===== src/rtl/hps_status_pkg.sv =====
// Shared definitions for the HPS status reader: register map, STATUS bit layout, period FSM states.
package hps_status_pkg;

    localparam int ADDR_STATUS      = 0;
    localparam int ADDR_TURN_PERIOD = 1;
    localparam int ADDR_TURN_COUNT  = 2;
    localparam int ADDR_FRAME_COUNT = 3;

    localparam int ST_TURN_SEEN  = 0;
    localparam int ST_FRAME_SEEN = 1;
    localparam int ST_OVERFLOW   = 2;
    localparam int ST_STALLED    = 3;
    localparam int ST_MEASURING  = 4;

    typedef enum logic {IDLE, MEASURE} period_state_t;

endpackage


===== src/rtl/sync_edge_detect.sv =====
// Rising-edge pulse generator for sensor inputs.
// Define HPS_STATUS_SYNC_EN to add a 2-FF synchroniser ahead of the edge detect.
module sync_edge_detect (
    input  logic clk,
    input  logic rst_in_n,
    input  logic din,
    output logic pulse
);

    logic lvl;
    logic prev_q;

`ifdef HPS_STATUS_SYNC_EN
    logic [1:0] sync_q;

    always_ff @(posedge clk) begin
        if (!rst_in_n) sync_q <= '0;
        else           sync_q <= {sync_q[0], din};
    end

    assign lvl = sync_q[1];
`else
    assign lvl = din;
`endif

    always_ff @(posedge clk) begin
        if (!rst_in_n) prev_q <= 1'b0;
        else           prev_q <= lvl;
    end

    assign pulse = lvl & ~prev_q;

endmodule


===== src/rtl/hps_status_reader.sv =====
// HPS-readable status slave: turn-period measurement, turn/frame counters, sticky flags.
// Read latency 1; turn_tick synchroniser selected by HPS_STATUS_SYNC_EN (see sync_edge_detect).
module hps_status_reader
    import hps_status_pkg::*;
#(
    parameter int R_ADDR_WIDTH = 2,
    parameter int R_DATA_WIDTH = 32,
    parameter int PERIOD_WIDTH = 24
) (
    input  logic                    clk,
    input  logic                    rst_in_n,
    input  logic [R_ADDR_WIDTH-1:0] r_addr,
    input  logic                    read,
    output logic [R_DATA_WIDTH-1:0] r_data,
    output logic                    r_valid,
    input  logic                    turn_tick,
    input  logic                    frame_done,
    input  logic                    fifo_overflow
);

    localparam logic [PERIOD_WIDTH-1:0] CNT_MAX = '1;

    period_state_t           state_q, state_d;
    logic [PERIOD_WIDTH-1:0] cnt_q, cnt_d;
    logic [PERIOD_WIDTH-1:0] period_q, period_d;
    logic                    stalled_q, stalled_d;
    logic                    tick_edge;
    logic                    turn_seen_q, frame_seen_q, overflow_q;
    logic [R_DATA_WIDTH-1:0] turn_cnt_q, frame_cnt_q;
    logic [R_DATA_WIDTH-1:0] rd_mux;
    logic                    clr_flags;
    logic [0:0]              vld_pipe;

    sync_edge_detect u_tick_edge (
        .clk      (clk),
        .rst_in_n (rst_in_n),
        .din      (turn_tick),
        .pulse    (tick_edge)
    );

    always_ff @(posedge clk) begin
        if (!rst_in_n) begin
            state_q   <= IDLE;
            cnt_q     <= '0;
            period_q  <= '0;
            stalled_q <= 1'b0;
        end else begin
            state_q   <= state_d;
            cnt_q     <= cnt_d;
            period_q  <= period_d;
            stalled_q <= stalled_d;
        end
    end

    // A tick edge takes priority over saturation so a period of exactly all-ones still measures.
    always_comb begin
        state_d   = state_q;
        cnt_d     = cnt_q;
        period_d  = period_q;
        stalled_d = stalled_q;
        if (tick_edge) stalled_d = 1'b0;
        case (state_q)
            IDLE: begin
                cnt_d = '0;
                if (tick_edge) begin
                    state_d = MEASURE;
                    cnt_d   = PERIOD_WIDTH'(1);
                end
            end
            MEASURE: begin
                if (tick_edge) begin
                    period_d = cnt_q;
                    cnt_d    = PERIOD_WIDTH'(1);
                end else if (cnt_q == CNT_MAX) begin
                    period_d  = CNT_MAX;
                    stalled_d = 1'b1;
                    state_d   = IDLE;
                    cnt_d     = '0;
                end else begin
                    cnt_d = cnt_q + PERIOD_WIDTH'(1);
                end
            end
        endcase
    end

    assign clr_flags = read && (r_addr == R_ADDR_WIDTH'(ADDR_STATUS));

    // New events override the clear so an event coinciding with a STATUS read is not lost.
    always_ff @(posedge clk) begin
        if (!rst_in_n) begin
            turn_seen_q  <= 1'b0;
            frame_seen_q <= 1'b0;
            overflow_q   <= 1'b0;
            turn_cnt_q   <= '0;
            frame_cnt_q  <= '0;
        end else begin
            turn_seen_q  <= tick_edge     | (turn_seen_q  & ~clr_flags);
            frame_seen_q <= frame_done    | (frame_seen_q & ~clr_flags);
            overflow_q   <= fifo_overflow | (overflow_q   & ~clr_flags);
            if (tick_edge)  turn_cnt_q  <= turn_cnt_q  + R_DATA_WIDTH'(1);
            if (frame_done) frame_cnt_q <= frame_cnt_q + R_DATA_WIDTH'(1);
        end
    end

    always_comb begin
        rd_mux = '0;
        case (r_addr)
            R_ADDR_WIDTH'(ADDR_STATUS): begin
                rd_mux[ST_TURN_SEEN]  = turn_seen_q;
                rd_mux[ST_FRAME_SEEN] = frame_seen_q;
                rd_mux[ST_OVERFLOW]   = overflow_q;
                rd_mux[ST_STALLED]    = stalled_q;
                rd_mux[ST_MEASURING]  = (state_q == MEASURE);
            end
            R_ADDR_WIDTH'(ADDR_TURN_PERIOD): rd_mux[PERIOD_WIDTH-1:0] = period_q;
            R_ADDR_WIDTH'(ADDR_TURN_COUNT):  rd_mux = turn_cnt_q;
            R_ADDR_WIDTH'(ADDR_FRAME_COUNT): rd_mux = frame_cnt_q;
            default:                         rd_mux = '0;
        endcase
    end

    always_ff @(posedge clk) begin
        if (!rst_in_n) begin
            vld_pipe <= '0;
            r_data   <= '0;
        end else begin
            vld_pipe <= read;
            if (read) r_data <= rd_mux;
        end
    end

    assign r_valid = vld_pipe[0];

endmodule

===== config.mk =====
export PLATFORM = sky130hd
export DESIGN_NAME = hps_status_reader
export DESIGN_NICKNAME = d
export VERILOG_FILES = /design/src/rtl/hps_status_pkg.sv /design/src/rtl/sync_edge_detect.sv /design/src/rtl/hps_status_reader.sv
export SDC_FILE = /design/constraint.sdc
export NUM_CORES = 1
export LEC_CHECK = 0
export CORE_ASPECT_RATIO = 1.2
export CORE_MARGIN = 1.5
export CORE_UTILIZATION = 54
export DETAILED_ROUTE_END_ITERATION = 8
export PLACE_DENSITY_LB_ADDON = 0.12
export SLEW_MARGIN = 20
export SYNTH_ARGS = -nofsm -noshare
export SYNTH_HDL_FRONTEND = slang
export SYNTH_SLANG_ARGS = --single-unit

===== constraint.sdc =====
create_clock -name clk -period 1.8 [get_ports clk]
set_input_delay 0.18 -clock clk [delete_from_list [all_inputs] [get_ports clk]]
set_output_delay 0.18 -clock clk [all_outputs]
set_load 0.02 [all_outputs]

Yosys cells after proc, flatten, opt, wreduce, memory -nomap -nowiden. Cells that the tools add are included. Widths: inputs -> output; s select.

Register bits: 151. Input bits: 8.

$add $sub $neg: 3. Equality and inequality tests: 4. Multiplexer cells: 17. Bitwise logic cells: 10. Reduce and logical (&&, ||, !) cells: 4.

Operators by type and width (count): $mux 24 (4); $add 32x1->32 const B (2); $pmux 19 s3 (1); $pmux 24 s2 (1); $add 24x1->24 const B (1); $eq 24x24->1 const B (1); $pmux 5 s4 (1); $pmux 8 s2 (1); $mux 1 (8); $and 1x1->1 (4); $eq 2x2->1 const B (2); $not 1->1 (3); $or 1x1->1 (3); $eq 2x1->1 const B (1); $logic_not 2->1 (1); $pmux 1 s2 (1); $reduce_and 2->1 (1); $reduce_bool 2->1 (1); $logic_and 1x1->1 (1).

Depth between registers and ports, before layout. Gate-level depths: netlist of run 1.

Depth in word-level cells: 6. Mapped depth: 7. Depth with buffers taken out: 5.

By module. A second synthesis of run 1 with hierarchy kept.

Cell total of the unflattened synthesis: 798. Area, all modules: 6969.2 um^2.

By module, submodules not included: hps_status_reader (times used 1, cells each 795, area an instance 6929.1 um^2, sequential area each 3002.9 um^2); sync_edge_detect (times used 1, cells each 3, area an instance 40.0 um^2, sequential area each 20.0 um^2).

Worst setup path before layout of run 1. OpenSTA, ideal clock, no wires.

Path kind: register to register. Start: register turn_cnt_q[0]. End: register turn_cnt_q[22]. Library setup time: 72 ps. Arrival: 1844 ps. Data required time: 1728 ps. Path slack: -116 ps. Stages on the path, launching flop included: 8. Path buffers: 2. Period minus slack after synthesis: 1916 ps. Path through: dfxtp_1 -> ha_1 -> and3b_1 -> clkbuf_1 -> nand4_1 -> clkbuf_1 -> nor4_1 -> mux2i_1.

Longest elaborated chain between the ends: 1.

Ends and longest elaborated chain: start, declared (RTL line hps_status_reader.sv:29) `logic [R_DATA_WIDTH-1:0] turn_cnt_q, frame_cnt_q;`; start signal, assigned (RTL line hps_status_reader.sv:100) `if (tick_edge) turn_cnt_q <= turn_cnt_q + R_DATA_WIDTH'(1);`; $add 32x1->32 (RTL line hps_status_reader.sv:100).

Every way passes these cells. A chain may end at the register's enable or synchronous reset.

Worst setup path after layout of run 1.
Start: register turn_cnt_q[13]. End: register turn_cnt_q[25].

The elaborated chain is that of the path after synthesis.

==> impl_metrics.toml, run 1 <==
[run_status]
outcome = "complete, but fails checks"
violations_in_the_final_reports = "setup timing"

[setup_path]
wp_buf_inv = 2
critical_path_peak_fanout = 7
timing.rr.end = "turn_cnt_q[25]$_SDFFE_PN0P_"
critical_path_class = "reg -> reg"
start_kind = "flop"
reg2reg_setup_slack_ns = -0.07
critPathTopFamily = "simple AND/OR/NAND/NOR gates"
cp.required_ns = 2.11
critPathCaptureType = "flop"
reg2regPathDepth = 6
slowest_stage = "sky130_fd_sc_hd__or4_4"
rr_startpoint = "turn_cnt_q[13]$_SDFFE_PN0P_"
worst-endpoint-arrival_ns = 2.18
critical_path_origin = "turn_cnt_q[13]$_SDFFE_PN0P_"
critical_path.cell_chain = "nand4_1 -> or4_4 -> buf_2 -> buf_4 -> o31ai_1 -> a21oi_2"
crit_path_max_incr_delay_ns = 0.53

[placement]
dpl_cell_area_mm2 = 0.00831
pre_cts_setup_slack_ns = -0.370
cell_count_after_placement = 1069
place.port_buffers = 40
hpwl_um = 13500
gp_congestion = 0.890

[floorplanning]
boundaryPins = 41
die_width_um = 107
die_area_mm2 = 0.0138
std_cell_rows = 45
core_area_mm2 = 0.0127
floorplan.die.height_um = 128
floorplan.initialDensity = 0.556

[timing]
worst-slew-pin-transition_ns = 0.476
final.setup.worst_slack_ns = -0.0674
fin_skew_ns = 0.00547
max_freq_ghz = 0.536
fin_hold_ws_ns = 0.370
timing_max_transition_violations_final = 0
post-route-period-util = 1.04
min_cycle_time_layout_ns = 1.87
slew-limit-headroom = 0.682
fin_setup_tns_ns = -0.330
timing.final.setup_violations = 8
finalHoldViolations = 0
rsz0062_at_grt = "yes"

[global_routing]
grt_antenna_before_repair = 0
grt_overflow_total = 0
global_route_wire_length_before_repair_um = 31500
grt_start_max_net_pins = 40
global_route.usage.total = 0.290
grt_pass1_vias = 6602

[cells_and_area]
finish.net_count = 949
final_core_utilization = 0.733
post_route_cells_drive_above_1_share = 0.258
stdcell_area_mm2 = 0.00933
layout_commonest_cell = "sky130_fd_sc_hd__dfxtp_1"
areaGrowthSynthToFinish_pct = 31.9
antenna_cells = 0
layout_common_cells = "127 x sky130_fd_sc_hd__dfxtp_1, 103 x sky130_fd_sc_hd__nor2_1, 94 x sky130_fd_sc_hd__buf_4"
final_cells = 1114

[logic_synthesis]
async_flop_share = 0
postSynthRegisterBits = 151
synth_largest_area_cell = "sky130_fd_sc_hd__dfxtp_1"
xor_xnor_portion_of_the_synthesized_cell_area = 0.0421
postSynth.topFlopCell = "sky130_fd_sc_hd__dfxtp_1"
synth_enable_flop_cells = 0
yosysWarningCount = 0
synth_top_area_share = 0.427
yosys-top-cells-area = "sky130_fd_sc_hd__dfxtp_1 43%, sky130_fd_sc_hd__a21oi_1 5.7%, sky130_fd_sc_hd__nor2_1 5.5%"
combinational_family_with_the_most_area_after_synthesis = "simple AND/OR/NAND/NOR gates"
synth_area_mm2 = 0.00707
synth.yosys.seq_area_share = 0.427
number_of_unique_standard_cell_types_used_by_synthesis = 48
synth.mux.area_fraction = 0.0571
synth-adder-area-share = 0.00531
synth.net_count = 833
post_synth_and_or_nand_nor_area_fraction = 0.255
post_syn_instances = 822
synth_area_per_cell_um2 = 8.60
compound_cell_area_share_of_the_yosys_netlist = 0.172

[hold_path]
hold_end = "overflow_q$_SDFF_PN0_"
hold_path_class = "in -> reg"
min_delay_src = "fifo_overflow"
hold-path-cell-count = 3

[detailed_routing]
wl_per_cell_um = 17.8
routed-via-count = 6866
finalWirelength_um = 19800
dr.pass1.iters = 5
detailedRoute.firstIterationViolations = 411
vias_per_cell = 6.16
detail_route.drc_violations = 0
number_of_routed_nets_with_antenna_violations = 0

[run]
max_cap_viol_count = 0

[pwr]
power.density_mw_per_mm2 = 839
vdd_ir_drop_max_mv = 0.632
design_power_total_mw = 7.83
p_leak_nw = 3.34

[cts]
worstSkewPairLatency_ns = 0.43
clock_tree.root_cell = "sky130_fd_sc_hd__clkbuf_16"
tritoncts_clock_tree = "done"
ctsLongestPathBuffers = 2
clkSlewWorstSetupHoldPaths_ns = 0.06
tritoncts_num_sinks = 151
cts.htree.levels = 4
cts-buffers-inserted = 17
[power by group]
part / internal (mW) / switching [mW]
combinational: 0.252 / 0.332
sequential: 3.41 / 0.0611
clock: 2.41 / 1.36
total: 6.08 / 1.75
[how the worst max path moves through the flow]
stage	endpoint	slack, ns	depth (start not counted)
after floorplan	cnt_q[20]$_SDFF_PP0_	0.003	5
after global placement	frame_cnt_q[25]$_SDFFE_PN0P_	-0.36	6
after detailed placement	frame_cnt_q[25]$_SDFFE_PN0P_	-0.37	6
after CTS	turn_cnt_q[29]$_SDFFE_PN0P_	-0.05	5
after global routing	turn_cnt_q[25]$_SDFFE_PN0P_	-0.13	6
final	turn_cnt_q[25]$_SDFFE_PN0P_	-0.07	6
[kinds of logic after synthesis]
family                   after synthesis
AND/OR/NAND/NOR                      336
AO/OA/AOI/OAI                        189
flip-flops                           151
buffers and inverters                 73
multiplexers                          36
XOR/XNOR                              34
adder cells (fa/ha/maj)                3
[registers in the layout (all words and copies together), names as in the netlist]
signal,cells
cnt_q,24
frame_cnt_q,32
frame_seen_q,1
overflow_q,1
period_q,24
r_data,32
r_valid,1
stalled_q,1
state_q,1
turn_cnt_q,32
turn_seen_q,1
u_tick_edge.prev_q,1
[routing by layer]
metal,up-vias,share of wire,global-route usage
li1,3270,-,-
met1,3341,0.41,0.340
met2,212,0.52,0.516
met5,-,0,0
met4,0,0.024,0.114
met3,43,0.044,0.0603
[cells in the mapped netlist, types with 4 or more instances]
master,count
sky130_fd_sc_hd__nand2b_1,28
sky130_fd_sc_hd__mux2_2,15
sky130_fd_sc_hd__and2_1,4
sky130_fd_sc_hd__and3_1,9
sky130_fd_sc_hd__nand4_1,24
sky130_fd_sc_hd__xor2_1,15
sky130_fd_sc_hd__and4_1,13
sky130_fd_sc_hd__or4_1,29
sky130_fd_sc_hd__o31ai_1,26
sky130_fd_sc_hd__xnor2_1,19
sky130_fd_sc_hd__inv_1,13
sky130_fd_sc_hd__nand3_1,23
sky130_fd_sc_hd__nor3_1,26
sky130_fd_sc_hd__a21oi_1,81
sky130_fd_sc_hd__a221oi_1,19
sky130_fd_sc_hd__o21ai_0,25
sky130_fd_sc_hd__dfxtp_1,151
sky130_fd_sc_hd__clkbuf_1,49
sky130_fd_sc_hd__o221ai_1,24
sky130_fd_sc_hd__or3_1,17
sky130_fd_sc_hd__mux2i_1,19
sky130_fd_sc_hd__nand2_1,39
sky130_fd_sc_hd__nor2_1,103
sky130_fd_sc_hd__buf_2,9
sky130_fd_sc_hd__nor4_1,7
[worst reg2reg max path, cell delays in order (launching register included)]
cell and delay [ns]:
sky130_fd_sc_hd__dfxtp_2 0.33, sky130_fd_sc_hd__nand4_1 0.15, sky130_fd_sc_hd__or4_4 0.53, sky130_fd_sc_hd__buf_2 0.20, sky130_fd_sc_hd__buf_4 0.15, sky130_fd_sc_hd__o31ai_1 0.31, sky130_fd_sc_hd__a21oi_2 0.08
[cell type report]
cell class | count | area, µm²
timing repair buffer | 156 | 1390
inverter | 14 | 52.6
clock buffer | 22 | 474
tap | 164 | 205
sequential | 151 | 3060
multi-input combinational | 598 | 4000
clock inverter | 9 | 148
fill | 934 | 3390
[what timing repair did]
action / CTS / global route
pin swaps: 20 / 32
endpoints found under the setup margin: 28 / 67
gates cloned: 2 / 3
setup buffers: 7 / 3
gates resized for setup: 18 / 70
hold buffers: 0 / 0
(Power assumes the default switching activity.)
==> inputs of run 2 (changes only) <==
- ABC_CLOCK_PERIOD_IN_PS: default -> 1800
- CTS_CLUSTER_SIZE: default -> 24
==> results of run 2 <==
Same layout as run 1: the final DEF is identical, and so are final timing and power.
